$ cat src/rtl/rcc_pkg.sv
// Shared encodings for the system clock switch controller: source codes,
// FSM states and the HSE-dependence test.
package rcc_pkg;

   localparam logic [1:0] SRC_HSI  = 2'b00;
   localparam logic [1:0] SRC_CSI  = 2'b01;
   localparam logic [1:0] SRC_HSE  = 2'b10;
   localparam logic [1:0] SRC_PLL1 = 2'b11;

   typedef enum logic [1:0] {
      IDLE     = 2'b00,
      WAIT_RDY = 2'b01,
      SETTLE   = 2'b10,
      FORCE    = 2'b11
   } state_t;

   // A source depends on HSE if it is HSE itself or PLL1 fed from HSE.
   function automatic logic hse_dep(input logic [1:0] src, input logic pll1_src_hse);
      return (src == SRC_HSE) || ((src == SRC_PLL1) && pll1_src_hse);
   endfunction

endpackage

$ cat src/rtl/rcc_sys_clk_sw_ctrl_if.sv
// Request/status bundle between the RCC register side and the clock switch controller.
interface rcc_sys_clk_sw_ctrl_if;

   logic [1:0] sys_clk_sw;
   logic       hsi_rdy;
   logic       csi_rdy;
   logic       hse_rdy;
   logic       pll1_rdy;
   logic       pll1_src_hse;
   logic       hsecss_fail;
   logic       rcc_sys_stop;
   logic       stopwuck;
   logic [1:0] sys_clk_sel;
   logic [1:0] sws;
   logic       sw_busy;
   logic       sw_timeout;
   logic       css_fallback;

   modport master (
      output sys_clk_sw, hsi_rdy, csi_rdy, hse_rdy, pll1_rdy, pll1_src_hse,
             hsecss_fail, rcc_sys_stop, stopwuck,
      input  sys_clk_sel, sws, sw_busy, sw_timeout, css_fallback
   );

   modport slave (
      input  sys_clk_sw, hsi_rdy, csi_rdy, hse_rdy, pll1_rdy, pll1_src_hse,
             hsecss_fail, rcc_sys_stop, stopwuck,
      output sys_clk_sel, sws, sw_busy, sw_timeout, css_fallback
   );

endinterface

$ cat src/rtl/rcc_sys_clk_sw_ctrl.sv
// System clock source switch sequencer: waits for the target oscillator, drives the
// glitch-free switch select, holds it for a settle window, then reports the new status.
module rcc_sys_clk_sw_ctrl
   import rcc_pkg::*;
#(
   parameter int SETTLE_CYC  = 4,
   parameter int TIMEOUT_CYC = 1024
) (
   input  logic                 sys_clk,
   input  logic                 sys_rst,
   rcc_sys_clk_sw_ctrl_if.slave bus
);

   localparam int CW = $clog2(TIMEOUT_CYC) + 1;
   localparam logic [CW-1:0] CNT_MAX     = '1;
   localparam logic [CW-1:0] SETTLE_LAST = CW'(SETTLE_CYC - 1);
   localparam logic [CW-1:0] TO_LAST     = CW'(TIMEOUT_CYC - 1);

   state_t        state_q, state_d;
   logic [CW-1:0] cnt_q, cnt_d;
   logic [1:0]    tgt_q, tgt_d;
   logic [1:0]    sel_q, sel_d;
   logic [1:0]    sws_q, sws_d;
   logic          css_q, css_d;
   logic          stop_q;
   logic          timeout;

   logic stop_rise, stop_fall, tgt_rdy, cur_dep, pend_dep, force_evt, req_ok;

   always_ff @(posedge sys_clk) begin
      if (sys_rst) begin
         state_q <= IDLE;
         cnt_q   <= '0;
         tgt_q   <= SRC_HSI;
         sel_q   <= SRC_HSI;
         sws_q   <= SRC_HSI;
         css_q   <= 1'b0;
         stop_q  <= 1'b0;
      end else begin
         state_q <= state_d;
         cnt_q   <= cnt_d;
         tgt_q   <= tgt_d;
         sel_q   <= sel_d;
         sws_q   <= sws_d;
         css_q   <= css_d;
         stop_q  <= bus.rcc_sys_stop;
      end
   end

   always_comb begin
      state_d = state_q;
      cnt_d   = (cnt_q == CNT_MAX) ? cnt_q : cnt_q + CW'(1);
      tgt_d   = tgt_q;
      sel_d   = sel_q;
      sws_d   = sws_q;
      css_d   = css_q;
      timeout = 1'b0;

      stop_rise = bus.rcc_sys_stop & ~stop_q;
      stop_fall = ~bus.rcc_sys_stop & stop_q;

      case (tgt_q)
         SRC_HSI:  tgt_rdy = bus.hsi_rdy;
         SRC_CSI:  tgt_rdy = bus.csi_rdy;
         SRC_HSE:  tgt_rdy = bus.hse_rdy;
         default:  tgt_rdy = bus.pll1_rdy;
      endcase

      cur_dep  = hse_dep(sws_q, bus.pll1_src_hse);
      pend_dep = ((state_q == WAIT_RDY) && hse_dep(tgt_q, bus.pll1_src_hse)) ||
                 ((state_q == SETTLE)   && hse_dep(sel_q, bus.pll1_src_hse));
      // Once recovery is underway (FORCE, or settling onto HSI) a still-asserted
      // failure must not restart it, or sws would never reach HSI.
      force_evt = bus.hsecss_fail && (cur_dep || pend_dep) && !bus.rcc_sys_stop &&
                  (state_q != FORCE) && !((state_q == SETTLE) && (sel_q == SRC_HSI));
      req_ok = (bus.sys_clk_sw != sws_q) && !bus.rcc_sys_stop &&
               !(css_q && hse_dep(bus.sys_clk_sw, bus.pll1_src_hse));

      if (stop_fall) begin
         sel_d   = {1'b0, bus.stopwuck};
         tgt_d   = {1'b0, bus.stopwuck};
         state_d = SETTLE;
         cnt_d   = '0;
         if (bus.hsecss_fail && cur_dep) css_d = 1'b1;
      end else if (force_evt) begin
         sel_d   = SRC_HSI;
         tgt_d   = SRC_HSI;
         css_d   = 1'b1;
         state_d = FORCE;
         cnt_d   = '0;
      end else if (stop_rise) begin
         state_d = IDLE;
         cnt_d   = '0;
      end else begin
         case (state_q)
            IDLE: begin
               if (req_ok) begin
                  tgt_d   = bus.sys_clk_sw;
                  state_d = WAIT_RDY;
                  cnt_d   = '0;
               end
            end
            WAIT_RDY: begin
               if (tgt_rdy) begin
                  sel_d   = tgt_q;
                  state_d = SETTLE;
                  cnt_d   = '0;
               end else if (cnt_q == TO_LAST) begin
                  timeout = 1'b1;
                  state_d = IDLE;
                  cnt_d   = '0;
               end
            end
            SETTLE: begin
               if (cnt_q == SETTLE_LAST) begin
                  sws_d   = sel_q;
                  state_d = IDLE;
                  cnt_d   = '0;
               end
            end
            FORCE: begin
               state_d = SETTLE;
               cnt_d   = '0;
            end
            default: begin
               state_d = IDLE;
               cnt_d   = '0;
            end
         endcase
      end
   end

   assign bus.sys_clk_sel  = sel_q;
   assign bus.sws          = sws_q;
   assign bus.sw_busy      = (state_q != IDLE);
   assign bus.sw_timeout   = timeout;
   assign bus.css_fallback = css_q;

endmodule

$ cat src/flat_wrapper.sv
// flat-port wrapper written by rule: the top's interface ports become plain ports
module rcc_sys_clk_sw_ctrl_flat import rcc_pkg::*;
#(
   parameter int SETTLE_CYC  = 4,
   parameter int TIMEOUT_CYC = 1024
)
  (sys_clk, sys_rst, bus_sys_clk_sw, bus_hsi_rdy, bus_csi_rdy, bus_hse_rdy, bus_pll1_rdy, bus_pll1_src_hse, bus_hsecss_fail, bus_rcc_sys_stop, bus_stopwuck, bus_sys_clk_sel, bus_sws, bus_sw_busy, bus_sw_timeout, bus_css_fallback);
  rcc_sys_clk_sw_ctrl_if bus_i ();
  input  logic sys_clk;
  input  logic sys_rst;
  input wire logic [$bits(bus_i.sys_clk_sw)-1:0] bus_sys_clk_sw;
  input wire logic [$bits(bus_i.hsi_rdy)-1:0] bus_hsi_rdy;
  input wire logic [$bits(bus_i.csi_rdy)-1:0] bus_csi_rdy;
  input wire logic [$bits(bus_i.hse_rdy)-1:0] bus_hse_rdy;
  input wire logic [$bits(bus_i.pll1_rdy)-1:0] bus_pll1_rdy;
  input wire logic [$bits(bus_i.pll1_src_hse)-1:0] bus_pll1_src_hse;
  input wire logic [$bits(bus_i.hsecss_fail)-1:0] bus_hsecss_fail;
  input wire logic [$bits(bus_i.rcc_sys_stop)-1:0] bus_rcc_sys_stop;
  input wire logic [$bits(bus_i.stopwuck)-1:0] bus_stopwuck;
  output wire logic [$bits(bus_i.sys_clk_sel)-1:0] bus_sys_clk_sel;
  output wire logic [$bits(bus_i.sws)-1:0] bus_sws;
  output wire logic [$bits(bus_i.sw_busy)-1:0] bus_sw_busy;
  output wire logic [$bits(bus_i.sw_timeout)-1:0] bus_sw_timeout;
  output wire logic [$bits(bus_i.css_fallback)-1:0] bus_css_fallback;
  assign bus_i.sys_clk_sw = bus_sys_clk_sw;
  assign bus_i.hsi_rdy = bus_hsi_rdy;
  assign bus_i.csi_rdy = bus_csi_rdy;
  assign bus_i.hse_rdy = bus_hse_rdy;
  assign bus_i.pll1_rdy = bus_pll1_rdy;
  assign bus_i.pll1_src_hse = bus_pll1_src_hse;
  assign bus_i.hsecss_fail = bus_hsecss_fail;
  assign bus_i.rcc_sys_stop = bus_rcc_sys_stop;
  assign bus_i.stopwuck = bus_stopwuck;
  assign bus_sys_clk_sel = bus_i.sys_clk_sel;
  assign bus_sws = bus_i.sws;
  assign bus_sw_busy = bus_i.sw_busy;
  assign bus_sw_timeout = bus_i.sw_timeout;
  assign bus_css_fallback = bus_i.css_fallback;
  rcc_sys_clk_sw_ctrl #(.SETTLE_CYC(SETTLE_CYC), .TIMEOUT_CYC(TIMEOUT_CYC)) u_core (.sys_clk(sys_clk), .sys_rst(sys_rst), .bus(bus_i));
endmodule
$ cat config.mk
export PLATFORM = sky130hd
export DESIGN_NAME = rcc_sys_clk_sw_ctrl_flat
export DESIGN_NICKNAME = d
export VERILOG_FILES = /design/src/rtl/rcc_pkg.sv /design/src/rtl/rcc_sys_clk_sw_ctrl_if.sv /design/src/rtl/rcc_sys_clk_sw_ctrl.sv /design/src/flat_wrapper.sv
export SDC_FILE = /design/constraint.sdc
export NUM_CORES = 1
export LEC_CHECK = 0
export CAP_MARGIN = 40
export CORE_MARGIN = 3
export CORE_UTILIZATION = 35
export DETAILED_ROUTE_END_ITERATION = 7
export HOLD_SLACK_MARGIN = 0.02
export MAX_ROUTING_LAYER = met4
export PLACE_DENSITY = 0.62
export SETUP_SLACK_MARGIN = 0.05
export SYNTH_ARGS = -nofsm -noshare
export SYNTH_HDL_FRONTEND = slang
export SYNTH_SLANG_ARGS = --single-unit
export TNS_END_PERCENT = 100
$ cat constraint.sdc
create_clock -name sys_clk -period 4.2 [get_ports sys_clk]
set_input_delay 1.26 -clock sys_clk [delete_from_list [all_inputs] [get_ports sys_clk]]
set_output_delay 1.26 -clock sys_clk [all_outputs]
set_load 0.02 [all_outputs]
==> summary.md, run 1 <==
| Metric | Value |
|---|---|
| Number of failing setup endpoints in the final timing report | 0 |
| Post-CTS clock slew at the launch and capture registers of the worst setup and hold paths | 0.08 ns |
| Buffers inserted by post-CTS timing repair | 0 |
| Most instantiated cells after synthesis | dfxtp_1 (21), nand3_1 (11), nor2_1 (11), xor2_1 (9) |
| Final Cell Area | 1650 µm² |
| Number of hold-repair buffers added at the cts stage | 0 |
| Vias in the first global route | 1196 |
| Area of the die | 4627 µm² |
| Number of detailed-route iterations in the first pass | 4 |
| Peak supply drop | 0.1515 mV |
| Worst min-delay path class | flop to flop |
| Arrival time worst endpoint | 2.76 ns |
| First DRT Iteration DRCs | 75 |
| Fraction of layout cells with a size suffix above 1 | 15.34% |
| Cell type of the slowest stage on the worst timing path | clkdlybuf4s50_1 |
| Logic gate share of total power | 18.5% |
| Final HPWL from detailed placement | 2572 µm |
| # H-tree levels | 1 |
| Portion of the post-synthesis area used by sequential elements | 31.23% |
| CP dominant cell by count | nand2b_1 |
| Average wire length per cell after detail routing | 15.10 µm |
| Clock root buffer | clkbuf_8 |
| Die boundary height | 68.02 µm |
| Count of antenna diodes in the layout | 0 |
| Remaining antenna violation count | 0 |
| Total global-route track usage | 16.65% |
| Fraction of synthesized cell area taken by the top area cell type | 31.23% |
| Layout overhead on the synthesized area | 22.58% |
| DR vias/cell | 5.541 |
| Tcrit/Tclk final | 95.62% |
| Count of pins over their slew limit | 0 |
| Worst setup slack after layout | 0.1841 ns |
| Pre-CTS setup slack | -0.2994 ns |
| Reg power frac | 50.2% |
| Number of buffers created by CTS | 3 |
| Power density cells | 256.6 nW/µm² |
| Number of register bits inferred by synthesis | 21 |
| Clock latency of the later-clocked register in the worst-skew pair | 0.26 ns |
| Placeable core region | 3521 µm² |
| Placement row count | 21 |
| Effective utilization at floorplan | 38.24% |
| Die width | 68.02 µm |
| Global-route wire length before repair | 5609 µm |
| Top Ports | 19 |
| Residual DRC count | 0 |
| Detailed-route wire length | 3352 µm |
| Biggest area contributors in the synthesized netlist | dfxtp_1 (31%), xor2_1 (5.9%), nand3_1 (4.1%), nor2_1 (3.1%), a21oi_1 (3.0%) |
| Type of element capturing the critical path | primary output |
| Critical Path RT | 2.94 ns |
| Port Buf Inserts | 18 |
| Outcome | finished, final reports clean |
| Top cell family by delay on the critical path | buffers and inverters |
| Slowest cell delay on critical path | 0.51 ns |
| Number of nets in the synthesized netlist | 168 |
| Final setup skew | 0.003390 ns |
| Worst-margin pin slew | 0.5780 ns |
| Final hold slack | 0.5028 ns |
| Startpoint kind of the worst setup timing path | primary input |
| Internal portion of total power | 311.3 µW |
| Clock tree from TritonCTS | built |
| Clk sink count | 21 |
| Overflow after GRT | 0 |
| Met3 Track Usage GR | 3.612% |
| Initial antenna violation count | 0 |
| Clk network pwr share | 31.2% |
| Largest net degree at the start of global routing | 13 |
| Share of total power consumed by net switching | 26.50% |
| Cell leakage power | 0.0005987 µW |
| Time the final worst path needs with I/O delays and setup | 4.016 ns |
| Count of warnings emitted by yosys | 0 |
| Max_slew headroom | 61.11% |
| Highest net fanout along the worst path | 5 |
| Synthesized area divided by synthesized cell count | 8.799 µm² |
| Post-Synthesis Cell Area | 1346 µm² |
| Cells along the critical path | clkdlybuf4s50_1 > nand2b_1 > nand3_1 > a31o_2 > nand2b_1 > nor4_1 > buf_2 |
| Instance area after placement | 1603 µm² |
| Post-synth EDFFs | 0 |
| Dominant cell by count in the synthesized netlist | dfxtp_1 |
| Maxcap violations | 0 |
| Syn Inst Count | 153 |
| Netlist cell types | 50 |
| Highest Clock Rate | 0.2490 GHz |
| Global routing usage on met1 | 21.44% |
| Type of the worst setup path | primary input to primary output |
| Placer Congestion | 0.8961 |
| Total buffers and inverters traversed by the critical path | 2 |
| Longest Clk Path Bufs | 2 |
| Psw | 112.2 µW |
| Cell type with the largest total area after synthesis | dfxtp_1 |
| GR Layer Usage met2 | 25.99% |
| Gr busiest metal | met2 |
| Top FF cell, synth | dfxtp_1 |
| Endpoints failing hold | 0 |
| Vias post-DR | 1230 |
| RSZ-0062 raised after global routing | false |
| Share of synthesized flip-flops with an asynchronous set or reset | 0% |
| Final-stage net count | 192 |
## path summary, 6_finish.rpt
check	start	end	slack [ns]	cells past startpoint
setup / recovery	bus_pll1_src_hse	bus_sw_timeout	0.18	7
hold / removal	u_core.cnt_q[1]$_SDFF_PP0_	u_core.cnt_q[1]$_SDFF_PP0_	0.50	2
setup reg to reg	u_core.cnt_q[0]$_SDFF_PP0_	u_core.cnt_q[4]$_SDFF_PP0_	2.27	6
hold reg to reg	u_core.cnt_q[1]$_SDFF_PP0_	u_core.cnt_q[1]$_SDFF_PP0_	0.50	2
## cell usage in the layout (no fill, tap or decap), types with 4 or more instances in the layout
master	synthesis	final
o21ai_0	5	5
a21oi_1	8	8
nor2_1	11	11
clkdlybuf4s50_1	0	17
dfxtp_1	21	21
inv_1	6	6
xor2_1	9	9
buf_4	1	8
nand4_1	6	6
nor3_1	4	4
and3_1	4	4
nand3_1	11	11
nor4_1	4	4
nand2_1	8	8
nand2b_1	4	4
## tightest hold or removal path: cells and delay by family, from the launching register on
family          cells  cell delay, ns
flops               1            0.32
simple gates        1            0.08
compound gates      1            0.06
## layout make-up
type,count,area [µm²]
sequential,21,420.4
tap,46,57.56
timing repair buffer,26,235.2
clock buffer,3,41.29
clock inverter,1,5.005
inverter,6,22.52
fill,363,1871
multi-input combinational,119,868.3
## power groups by stage
| stage | Combinational, µW | Sequential, µW | Clock [µW] |
|---|---|---|---|
| after floorplan | 52.4 | 214 | 0 |
| after CTS | 78.6 | 213 | 138 |
| after global placement | 76.3 | 217 | 0 |
| after detailed placement | 77.7 | 217 | 0 |
| final | 78.4 | 213 | 132 |
| after global routing | 85.3 | 214 | 145 |
## sequential cells by signal, summed over array words and instances (netlist names)
name and cells:
u_core.bus.sws 2, u_core.tgt_q 2, u_core.stop_q 1, u_core.state_q 2, u_core.cnt_q 11, u_core.bus.css_fallback 1, u_core.bus.sys_clk_sel 2
## metrics by stage
step / utilization [%] / std cells / TNS, ns / power (µW)
4_1_cts: 47.05 / 222 / 0 / 429.0
6_report: 46.87 / 222 / 0 / 423.5
3_5_place_dp: 45.52 / 218 / -0.2994 / 294.7
2_1_floorplan: - / 153 / 0 / 266.9
3_3_place_gp: 45.52 / 218 / -0.2373 / 293.1
5_1_grt: 46.87 / 222 / 0 / 444.9
## cells by family after synthesis
kind of cell / after synthesis / synth area share (%)
AO/OA/AOI/OAI: 33 / 19.24
XOR/XNOR: 10 / 6.506
adder cells (fa/ha/maj): 3 / 2.788
buffers and inverters: 13 / 4.740
flip-flops: 21 / 31.23
multiplexers: 5 / 5.112
AND/OR/NAND/NOR: 68 / 30.39
## metal layers
metal / up-vias / share of wire (%)
met1: 576 / 47
met2: 27 / 47
met5: - / 0
li1: 623 / -
met4: 0 / 1.0
met3: 4 / 5.1
## timing repair
item	4_1_cts	5_1_grt
gates resized for setup	5	1
setup endpoints to repair	1	1
hold endpoints to repair	0	0
Note: power is estimated with default switching activity, not from simulation.
==> run 2, diff against run 1 <==
==> constraint.sdc (replaced) <==
create_clock -name sys_clk -period 4.2 [get_ports sys_clk]
set_input_delay 0.84 -clock sys_clk [delete_from_list [all_inputs] [get_ports sys_clk]]
set_output_delay 0.84 -clock sys_clk [all_outputs]
set_load 0.02 [all_outputs]
==> run 2 against run 1 <==
  * Global-route usage is 0.68 points lower
  * Sequential power barely moved
  * First-iteration DRC count up 9.3%
  * Sequential share of layout area is 0.86 points higher
  * Critical path depth decreased by 1
  * Critical path type unchanged
  * Largest power group unchanged
  * Highest routed layer unchanged
==> summary.md, run 2 (same netlist as run 1, synthesis figures left out) <==
| Metric | Value |
|---|---|
| Peak supply drop | 0.1863 mV (+23%) |
| Startpoint kind of the worst setup timing path | primary input |
| Number of buffers created by CTS | 3 (unchanged) |
| Count of pins over their slew limit | 0 (unchanged) |
| Tcrit/Tclk final | 91.33% (-4.3 points) |
| Arrival time worst endpoint | 3.00 ns (+0.24 ns) |
| Instance area after placement | 1550 µm² (-3.3%) |
| Worst-margin pin slew | 0.5616 ns (-0.01644 ns) |
| Reg-to-reg endpoint | u_core.cnt_q[3]$_SDFF_PP0_ |
| Effective utilization at floorplan | 38.24% (unchanged) |
| Largest net degree at the start of global routing | 13 (unchanged) |
| Number of cells upsized or downsized after cts | 0 (-5) |
| Worst-case reg-to-reg path depth | 6 (unchanged) |
| Placeable core region | 3521 µm² (unchanged) |
| Average wire length per cell after detail routing | 15.07 µm (-0.19%) |
| Die width | 68.02 µm (unchanged) |
| Number of hold-repair buffers added at the cts stage | 0 (unchanged) |
| Sum of met2 wire segment lengths after detailed routing | 1487 µm (-5.5%) |
| Post-CTS clock slew at the launch and capture registers of the worst setup and hold paths | 0.07 ns (about the same) |
| RSZ-0062 raised after global routing | false |
| Highest Clock Rate | 0.2607 GHz (+4.7%) |
| Most common library cell in the layout ignoring fill and taps | dfxtp_1 |
| Initial antenna violation count | 0 (unchanged) |
| Number of failing setup endpoints in the final timing report | 0 (unchanged) |
| Global-route wire length before repair | 5540 µm (-1.2%) |
| Endpoints failing hold | 0 (unchanged) |
| Top routing layer in use | met4 |
| Die boundary height | 68.02 µm (unchanged) |
| Layout overhead on the synthesized area | 18.59% |
| Overflow after GRT | 0 (unchanged) |
| Number of detailed-route iterations in the first pass | 4 (unchanged) |
| Remaining antenna violation count | 0 (unchanged) |
| Total global-route track usage | 15.97% (-0.68 points) |
| Maxcap violations | 0 (unchanged) |
| Port Buf Inserts | 18 (unchanged) |
| Largest register by flop count | u_core.cnt_q |
| Max FFs per register | 11 (unchanged) |
| Power density cells | 264.9 nW/µm² (+3.2%) |
| Post-route setup TNS | 0 ns (unchanged) |
| Origin of the worst setup path | bus_pll1_src_hse |
| Type of the worst setup path | primary input to primary output |
| Termination of the worst setup path | bus_sw_timeout |
| Fraction of layout cells with a size suffix above 1 | 10.65% (-4.7 points) |
| Highest-count cells in the layout ignoring fill and taps | dfxtp_1 (21), clkdlybuf4s50_1 (18), nand3_1 (11), nor2_1 (11), xor2_1 (9) |
| Placement row count | 21 (unchanged) |
| Final HPWL from detailed placement | 2545 µm (-1.0%) |
| Sum of met3 wire segment lengths after detailed routing | 188 µm (+11%) |
| Detailed-route wire length | 3240 µm (-3.3%) |
| # H-tree levels | 1 (unchanged) |
| Top Ports | 19 (unchanged) |
| DR vias/cell | 5.623 (+1.5%) |
| Final-stage net count | 185 (-3.6%) |
| First DRT Iteration DRCs | 82 (+9.3%) |
| Clock root buffer | clkbuf_8 |
| Residual DRC count | 0 (unchanged) |
| Highest net fanout along the worst path | 7 (+2) |
| Cell leakage power | 0.0005642 µW (-5.8%) |
| R2R Setup Slk | 2.18 ns (-0.09 ns) |
| Type of element capturing the critical path | primary output |
| Clock tree from TritonCTS | built |
| WL met1 | 1537 µm (-2.4%) |
| Vias post-DR | 1209 (-1.7%) |
| Area of the die | 4627 µm² (unchanged) |
| Crit Reg-Reg Startpoint | u_core.cnt_q[0]$_SDFF_PP0_ |
| Placer Congestion | 0.8562 (-4.5%) |
| Final Cell Area | 1597 µm² (-3.3%) |
| Longest Clk Path Bufs | 2 (unchanged) |
| Count of antenna diodes in the layout | 0 (unchanged) |
| Final setup skew | 0.006763 ns (+0.003373 ns) |
| Vias in the first global route | 1224 (+2.3%) |
| Critical Path RT | 3.36 ns (+0.42 ns) |
| Worst min-delay path class | flop to flop |
| Clock latency of the later-clocked register in the worst-skew pair | 0.26 ns (about the same) |
| Clk sink count | 21 (unchanged) |
| Buffers inserted by post-CTS timing repair | 0 (unchanged) |
| Outcome | finished, final reports clean |
| Max_slew headroom | 62.22% (+1.1 points) |
| Time the final worst path needs with I/O delays and setup | 3.836 ns (-0.1800 ns) |
run 2: how the worst min path moves through the flow:
stage                                                    start                                   end  slack (ns)  depth (start not counted)
after CTS                           u_core.cnt_q[1]$_SDFF_PP0_            u_core.cnt_q[1]$_SDFF_PP0_        0.52                          2
after global routing                u_core.cnt_q[1]$_SDFF_PP0_            u_core.cnt_q[1]$_SDFF_PP0_        0.55                          2
after floorplan                     u_core.cnt_q[1]$_SDFF_PP0_            u_core.cnt_q[1]$_SDFF_PP0_        0.47                          2
after detailed placement  u_core.bus.css_fallback$_SDFFE_PP0P_  u_core.bus.css_fallback$_SDFFE_PP0P_        0.50                          1
final                               u_core.cnt_q[1]$_SDFF_PP0_            u_core.cnt_q[1]$_SDFF_PP0_        0.51                          2
after global placement    u_core.bus.css_fallback$_SDFFE_PP0P_  u_core.bus.css_fallback$_SDFFE_PP0P_        0.49                          1
run 2: layout make-up:
class	instances	area [µm²]
well taps	46	57.56
clock inverters	1	5.005
repair buffers	19	187.7
fillers	363	1924
inverters	6	22.52
clock buffers	3	41.29
flip-flops and latches	21	420.4
multi-input cells	119	862.1
run 2: routing by layer:
metal	GRT usage, %	vias up
li1	-	608
met4	6.203	0
met3	2.463	4
met1	21.87	562
met2	23.47	35
met5	-	-
run 2: worst max-delay path, cell delays in order:
cell,delay (ns)
clkdlybuf4s50_1,0.49
o221ai_1,0.28
a31o_2,0.30
nand2b_1,0.18
nor4_1,0.26
clkdlybuf4s50_1,0.65
run 2: metrics by stage:
stage          hold WS, ns  total power, µW  util [%]  worst slack [ns]  std cells
2_1_floorplan       0.4691            266.9         -             1.217        153
3_3_place_gp        0.4925            290.8     44.03            0.4246        211
3_5_place_dp        0.4981            293.3     44.03            0.3839        211
4_1_cts             0.5166            426.4     45.34            0.3622        215
5_1_grt             0.5471            441.4     45.34            0.1795        215
6_report            0.5086            422.9     45.34            0.3641        215
run 2: where the power goes:
group	switching, µW	internal, µW
clock	67.4	66.1
sequential	8.64	204
combinational	37.8	38.7
total	114	309
==> run 3, diff against run 2 <==
Settings changed: GPL_TIMING_DRIVEN from default to 0.
==> run 3 against run 2 <==
  * Clock skew up 0.0048 ns
  * Setup slack worse by 0.048 ns
  * Critical endpoint unchanged
  * Wire length up 2.7%
  * Count of clock-buffer cells in the layout up 1
  * Via count up 5.0%
  * Sequential power about the same
  * Cell count up 2.3%
==> summary.md, run 3 (same netlist as run 1, synthesis figures left out) <==
| Metric | Value |
|---|---|
| Final HPWL from detailed placement | 2572 µm (+1.0%) |
| Pre-CTS setup slack | 0.3633 ns (-0.02055 ns) |
| Most common library cell in the layout ignoring fill and taps | dfxtp_1 |
| Critical Path RT | 3.36 ns (about the same) |
| Die boundary height | 68.02 µm (unchanged) |
| Highest-count cells in the layout ignoring fill and taps | dfxtp_1 (21), clkdlybuf4s50_1 (17), nand3_1 (11), nor2_1 (11), xor2_1 (9) |
| Worst-margin pin slew | 0.5552 ns (-0.006334 ns) |
| CP dominant cell by count | clkdlybuf4s50_1 |
| Detailed-route wire length | 3328 µm (+2.7%) |
| Final-stage net count | 190 (+2.7%) |
| Residual DRC count | 0 (unchanged) |
| Placer Congestion | 0.8637 (+0.88%) |
| Average wire length per cell after detail routing | 15.13 µm (+0.38%) |
| Number of failing setup endpoints in the final timing report | 0 (unchanged) |
| Clock root buffer | clkbuf_8 |
| Largest register by flop count | u_core.cnt_q |
| Final std cells w/o fill | 220 (+2.3%) |
| Buffers inserted by post-CTS timing repair | 0 (unchanged) |
| Final Cell Area | 1619 µm² (+1.4%) |
| RSZ-0062 raised after global routing | false |
| Cell type of the slowest stage on the worst timing path | clkdlybuf4s50_1 |
| Arrival time worst endpoint | 3.04 ns (+0.04 ns) |
| Power density cells | 262.4 nW/µm² (-0.93%) |
| Total global-route track usage | 16.56% (+0.59 points) |
| Post-route setup TNS | 0 ns (unchanged) |
| Type of the worst setup path | primary input to primary output |
| Placeable core region | 3521 µm² (unchanged) |
| Overflow after GRT | 0 (unchanged) |
| Initial antenna violation count | 0 (unchanged) |
| Number of hold-repair buffers added at the cts stage | 0 (unchanged) |
| Outcome | finished, final reports clean |
| Overall power | 424.9 µW (+0.47%) |
| DR vias/cell | 5.768 (+2.6%) |
| Final setup skew | 0.01158 ns (+0.004814 ns) |
| Top Ports | 19 (unchanged) |
| Highest Clock Rate | 0.2575 GHz (-1.2%) |
| Placement row count | 21 (unchanged) |
| Count of antenna diodes in the layout | 0 (unchanged) |
| Clock latency of the later-clocked register in the worst-skew pair | 0.26 ns (about the same) |
| Time the final worst path needs with I/O delays and setup | 3.884 ns (+0.04781 ns) |
| Number of buffers created by CTS | 3 (unchanged) |
| Cell leakage power | 0.0005814 µW (+3.1%) |
| Layout overhead on the synthesized area | 20.26% |
| Longest Clk Path Bufs | 2 (unchanged) |
| Count of pins over their slew limit | 0 (unchanged) |
| Global-route wire length before repair | 5595 µm (+0.99%) |
| Worst min-delay path class | flop to flop |
| Post-CTS clock slew at the launch and capture registers of the worst setup and hold paths | 0.07 ns (about the same) |
| Maxcap violations | 0 (unchanged) |
| # H-tree levels | 1 (unchanged) |
| Slowest cell delay on critical path | 0.65 ns (about the same) |
| Peak supply drop | 0.1879 mV (+0.87%) |
| First DRT Iteration DRCs | 86 (+4.9%) |
| Die width | 68.02 µm (unchanged) |
| Endpoints failing hold | 0 (unchanged) |
| Tcrit/Tclk final | 92.47% (+1.1 points) |
| Max_slew headroom | 62.98% (+0.77 points) |
| Max FFs per register | 11 (unchanged) |
| Startpoint kind of the worst setup timing path | primary input |
| Port Buf Inserts | 17 (-1) |
| Highest net fanout along the worst path | 7 (unchanged) |
| Vias post-DR | 1269 (+5.0%) |
| Effective utilization at floorplan | 38.24% (unchanged) |
| Vias in the first global route | 1190 (-2.8%) |
| Worst setup slack after layout | 0.3163 ns (-0.04781 ns) |
| Type of element capturing the critical path | primary output |
| Instance area after placement | 1574 µm² (+1.5%) |
| Largest net degree at the start of global routing | 12 (-1) |
| Clk sink count | 21 (unchanged) |
| Fraction of layout cells with a size suffix above 1 | 12.07% (+1.4 points) |
| Cells along the critical path | clkdlybuf4s50_1 > o221ai_1 > a31o_2 > nand2b_1 > nor4_1 > clkdlybuf4s50_1 |
| Placed Instances | 216 (+2.4%) |
| Remaining antenna violation count | 0 (unchanged) |
| Area of the die | 4627 µm² (unchanged) |
| Number of cells upsized or downsized after cts | 0 (unchanged) |
| Number of detailed-route iterations in the first pass | 4 (unchanged) |
| Clock tree from TritonCTS | built |
## run 3: final cells by class
class | instances | area [µm²]
well taps | 46 | 57.56
inverters | 6 | 22.52
clock buffers | 4 | 45.04
fillers | 364 | 1902
flip-flops and latches | 21 | 420.4
plain buffers | 7 | 41.29
repair buffers | 17 | 170.2
multi-input cells | 119 | 862.1
## run 3: worst paths after layout
path / from / to / slack, ns / cells past startpoint
setup reg to reg: u_core.cnt_q[0]$_SDFF_PP0_ / u_core.cnt_q[5]$_SDFF_PP0_ / 2.19 / 6
hold reg to reg: u_core.cnt_q[1]$_SDFF_PP0_ / u_core.cnt_q[1]$_SDFF_PP0_ / 0.51 / 2
setup / recovery: bus_pll1_src_hse / bus_sw_timeout / 0.32 / 6
hold / removal: u_core.cnt_q[1]$_SDFF_PP0_ / u_core.cnt_q[1]$_SDFF_PP0_ / 0.51 / 2
## run 3: through the flow
step	utilization, %	hold WS (ns)
final	45.98	0.5109
after global routing	45.98	0.5418
after CTS	45.98	0.5123
after detailed placement	44.71	0.4962
after global placement	44.71	0.4904
after floorplan	-	0.4691
## run 3: where the power goes
group | switching [µW] | internal, µW | leakage (µW)
clock | 66.4 | 67.6 | 0.0000228
combinational | 39.9 | 40.2 | 0.000388
sequential | 6.51 | 204 | 0.000170
## run 3: critical path: cells and delay by family
family | cells | cell delay [ns]
compound gates | 2 | 0.62
buf+inv | 2 | 1.14
simple gates | 2 | 0.44
## run 3: per-layer routing
layer / track usage [%] / vias to the layer above / share of wire [%]
li1: - / 620 / -
met1: 22.32 / 621 / 48
met2: 24.55 / 24 / 46
met3: 3.120 / 4 / 4.9
met4: 5.955 / 0 / 1.6
met5: - / - / 0
==> patch 1: new RTL, settings of run 1 <==
Re-encode `state_t` (4 states) as one-hot, 4 bits wide.
--- a/src/rtl/rcc_pkg.sv
+++ b/src/rtl/rcc_pkg.sv
@@ -9,7 +9,7 @@
 
-   typedef enum logic [1:0] {
-      IDLE     = 2'b00,
-      WAIT_RDY = 2'b01,
-      SETTLE   = 2'b10,
-      FORCE    = 2'b11
+   typedef enum logic [3:0] {
+      IDLE     = 4'b0001,
+      WAIT_RDY = 4'b0010,
+      SETTLE   = 4'b0100,
+      FORCE    = 4'b1000
    } state_t;
Function: no difference found for any inputs over 10 cycles, from zero or initial values and one cycle with sys_rst high; not proved beyond that.
==> patch 1 against run 1 <==
- wire length up 3.8%
- cell area up 7.6%
- critical path depth down 2
- sequential cell count up 2
- global-route usage down 1.5 points
- total power up 17%
- area after synthesis up 4.0%
- combinational power up 44%
- setup slack worse by 0.035 ns
- largest cell class unchanged
==> patch 1: results (changes against run 1) <==
Yosys cell types -> 49 (-2.0%)
Gr usage total -> 0.152 (-0.0146)
Clk_skew -> 0.00543 ns (+0.00204 ns)
DR iter-0 viols -> 85 (+13%)
Wire length of the first global-routing pass -> 5820 um (+3.7%)
Drt via density -> 5.64 (+1.8%)
Detail Placement HPWL -> 2680 um (+4.4%)
Most instantiated cells after synthesis -> dfxtp_1, nor3_1, nand3_1, nor2_1, xor2_1
Synth top area cells -> dfxtp_1, xor2_1, nor3_1
Dpl ws -> -0.156 ns (+0.144 ns)
Worst r2r src -> u_core.state_q[2]
Worst-path maximum fanout -> 2 (-3)
Seq/Total Area, Yosys -> 0.329 (+0.0166)
Met1 Use GR -> 0.188 (-0.0266)
Static Leak -> 0.605 nW (+1.1%)
Nets -> 200 (+4.2%)
GRT met2 Usage -> 0.254 (-0.00569)
Status -> completed
Vias in the first global route -> 1264 (+5.7%)
Pint -> 0.350 mW (+12%)
Slowest cell on crit path -> mux4_2
Avg WL per Cell -> 15.0 um (-0.63%)
Net Count, Synth -> 166 (-1.2%)
Critical path's largest stage delay -> 0.48 ns (-0.03 ns)
Crit path from -> bus_pll1_rdy
M3 GR Usage -> 0.0377 (+0.00156)
Worst EP arrival -> 2.79 ns (+0.03 ns)
Reg-to-reg endpoint -> u_core.cnt_q[7]
Worst-Margin Slew -> 0.566 ns (-0.0124 ns)
patch 1: changes by cell type after synthesis, sizes merged, moves of 3 or more:
cell / run 1 / this run
nand4: 7 / 4
buf: 4 / 1
nor3: 5 / 10
nand3: 11 / 7
patch 1: worst min-delay path by stage:
| stage | from | end | slack (ns) |
|---|---|---|---|
| after floorplan | u_core.cnt_q[1] | u_core.cnt_q[1] | 0.49 |
| after global placement | u_core.bus.css_fallback | u_core.bus.css_fallback | 0.49 |
| after detailed placement | u_core.bus.css_fallback | u_core.bus.css_fallback | 0.49 |
| after CTS | u_core.bus.css_fallback | u_core.bus.css_fallback | 0.52 |
| after global routing | u_core.bus.css_fallback | u_core.bus.css_fallback | 0.56 |
| final | u_core.bus.css_fallback | u_core.bus.css_fallback | 0.51 |
patch 1: cell type report:
cell class / count / area, um^2
Fill cell: 355 / 2000
Multi-Input combinational cell: 120 / 902
Sequential cell: 23 / 460
Timing Repair Buffer: 32 / 285
Tap cell: 48 / 60.1
Clock buffer: 3 / 41.3
Inverter: 5 / 18.8
Clock inverter: 1 / 7.51
patch 1: timing repair:
action                     in CTS  in global routing
setup endpoints to repair       1                  1
hold buffers                    0                  0
resized for setup               1                  1
patch 1: per-stage QoR:
step,cell area (um^2),instances,util,hold WS (ns),TNS (ns)
floorplan,1400,151,-,0.488,0
global route,1780,232,0.471,0.563,0
global placement,1730,228,0.458,0.489,-0.129
CTS,1770,232,0.470,0.517,0
finish,1780,232,0.471,0.508,0
detailed placement,1730,228,0.458,0.495,-0.156
patch 1: worst register-to-register path, cell delays in order, from the launching register on:
cell,delay [ns]
dfxtp_1,0.48
or4b_4,0.55
o2111ai_4,0.21
buf_4,0.15
o22ai_2,0.10
a2111o_1,0.53
a21oi_2,0.20
patch 1: power by group through the flow:
stage | clock network (mW) | registers, mW | logic [mW]
finish | 0.144 | 0.240 | 0.113
global route | 0.157 | 0.242 | 0.124
CTS | 0.151 | 0.240 | 0.113
detailed placement | 0 | 0.245 | 0.112
global placement | 0 | 0.245 | 0.110
floorplan | 0 | 0.243 | 0.0704
patch 1: cells by family after synthesis:
family,count (synthesis),synth area share
flip-flops,23,0.329
XOR/XNOR,10,0.0626
adder cells (fa/ha/maj),3,0.0268
AND/OR/NAND/NOR,67,0.298
multiplexers,4,0.0375
buffers and inverters,8,0.0268
AO/OA/AOI/OAI,36,0.220
patch 1: routing by layer:
metal  up-vias  share of wire
li1        649              -
met1       626           0.46
met2        31           0.49
met3         2          0.041
met4         0         0.0055
met5         -              0
==> patch 2: new RTL, settings of run 1 <==
Made on the original files. `TIMEOUT_CYC` is set to 1024 in 2 places; all go to 4096.
--- a/src/rtl/rcc_sys_clk_sw_ctrl.sv
+++ b/src/rtl/rcc_sys_clk_sw_ctrl.sv
@@ -6,3 +6,3 @@
    parameter int SETTLE_CYC  = 4,
-   parameter int TIMEOUT_CYC = 1024
+   parameter int TIMEOUT_CYC = 4096
 ) (
--- a/src/flat_wrapper.sv
+++ b/src/flat_wrapper.sv
@@ -4,3 +4,3 @@
    parameter int SETTLE_CYC  = 4,
-   parameter int TIMEOUT_CYC = 1024
+   parameter int TIMEOUT_CYC = 4096
 )
Behaviour: same outputs for any inputs over 10 cycles, from zero or initial values and one cycle with sys_rst high; that may be too few to reach the edited logic, so the function may still have changed.
==> patch 2 against run 1 <==
- critical endpoint unchanged
- critical path type unchanged
- first-iteration DRC count decreased by 23%
- wire length decreased by 2.7%
- setup slack got worse by 0.016 ns
- sequential share of layout area increased by 1.6 points
- area after synthesis decreased by 0.65%
- hold slack improved by 0.021 ns
- cell area increased by 3.0%
- largest power group unchanged
- non-clock buffer count increased by 4
- sequential cell count increased by 2
- cell count increased by 4.1%
- count of clock-buffer cells in the layout unchanged
- total power increased by 5.7%
==> patch 2: results (changes against run 1) <==
Status -> completed
Dpl ws -> -0.434 ns (-0.134 ns)
Maximum VDD drop -> 151 uV (-0.11%)
Avg WL per Cell -> 14.1 um (-6.5%)
Gr usage total -> 0.164 (-0.00224)
Clk power -> 0.144 mW (+9%)
Synth top area cells -> dfxtp_1, nor2_1, xnor2_1
Static Leak -> 0.609 nW (+1.7%)
Nets -> 201 (+4.7%)
Net Count, Synth -> 171 (+1.8%)
Wire length of the first global-routing pass -> 5610 um (unchanged)
Largest net degree at the start of global routing -> 14 (+1)
Sw Ratio -> 0.266 (+0.000877)
Clk_skew -> 0.00272 ns (-0.000668 ns)
Hold_sp -> u_core.bus.css_fallback
Area occupied by multi-input gates -> 836 um^2 (-3.7%)
GPL Wtd Cong -> 0.872 (-2.7%)
Final Non-Filler Cells -> 231 (+4.1%)
Detail Placement HPWL -> 2440 um (-5.2%)
Worst EP arrival -> 2.77 ns (about the same)
Yosys warnings -> 0 (unchanged)
Number of fill cells -> 347 (-4.4%)
Worst-Margin Slew -> 0.593 ns (+0.0146 ns)
Seq/Total Area, Yosys -> 0.344 (+0.0320)
Reg2reg setup slack -> 1.85 ns (-0.42 ns)
Logic gate share of total power -> 0.160 (-0.025)
Most instantiated cells after synthesis -> dfxtp_1, nor2_1, nand2_1, a21oi_1, nor3_1
Vias in the first global route -> 1211 (+1.3%)
R2r worst-path depth -> 7 (+1)
Hold path endpoint -> u_core.bus.css_fallback
Worst-path maximum fanout -> 4 (-1)
Drt via density -> 5.49 (-0.93%)
Syn Area/Cell -> 8.57 um^2 (-2.6%)
Comb power -> 0.0718 mW (-8.4%)
Worst r2r src -> u_core.tgt_q[0]
Fin Hold WS -> 0.523 ns (+0.0206 ns)
Resized Gates After CTS -> 6 (+1)
Crit path from -> bus_rcc_sys_stop
Reg-to-reg endpoint -> u_core.cnt_q[8]
Max reg flops -> 13 (+2)
DR iter-0 viols -> 58 (-23%)
[patch 2: worst max-delay path: stages]
cell             delay (ns)
clkdlybuf4s50_1        0.47
inv_1                  0.06
ha_1                   0.25
o21ba_2                0.26
a21oi_1                0.10
nor4_2                 0.18
buf_4                  0.19
[patch 2: layout make-up]
cell class / instances / share of cell area
Clock buffer: 3 / 0.0243
Clock inverter: 1 / 0.00294
Inverter: 6 / 0.0132
Multi-Input combinational cell: 122 / 0.492
Sequential cell: 23 / 0.271
Tap cell: 46 / 0.0338
Timing Repair Buffer: 30 / 0.163
[patch 2: cells by family after synthesis]
group / share of synthesized area
simple gates: 0.299
compound gates: 0.176
flops: 0.344
xor+xnor: 0.0720
buf+inv: 0.0412
mux: 0.0393
fa+ha+maj: 0.0281
[patch 2: per-layer routing]
metal  vias to the layer above  track usage  routed length (um)
li1                        635            -                   -
met1                       592        0.219                1560
met2                        37        0.248                1500
met3                         4       0.0361                 159
met4                         0       0.0521                  42
met5                         -            -                   0
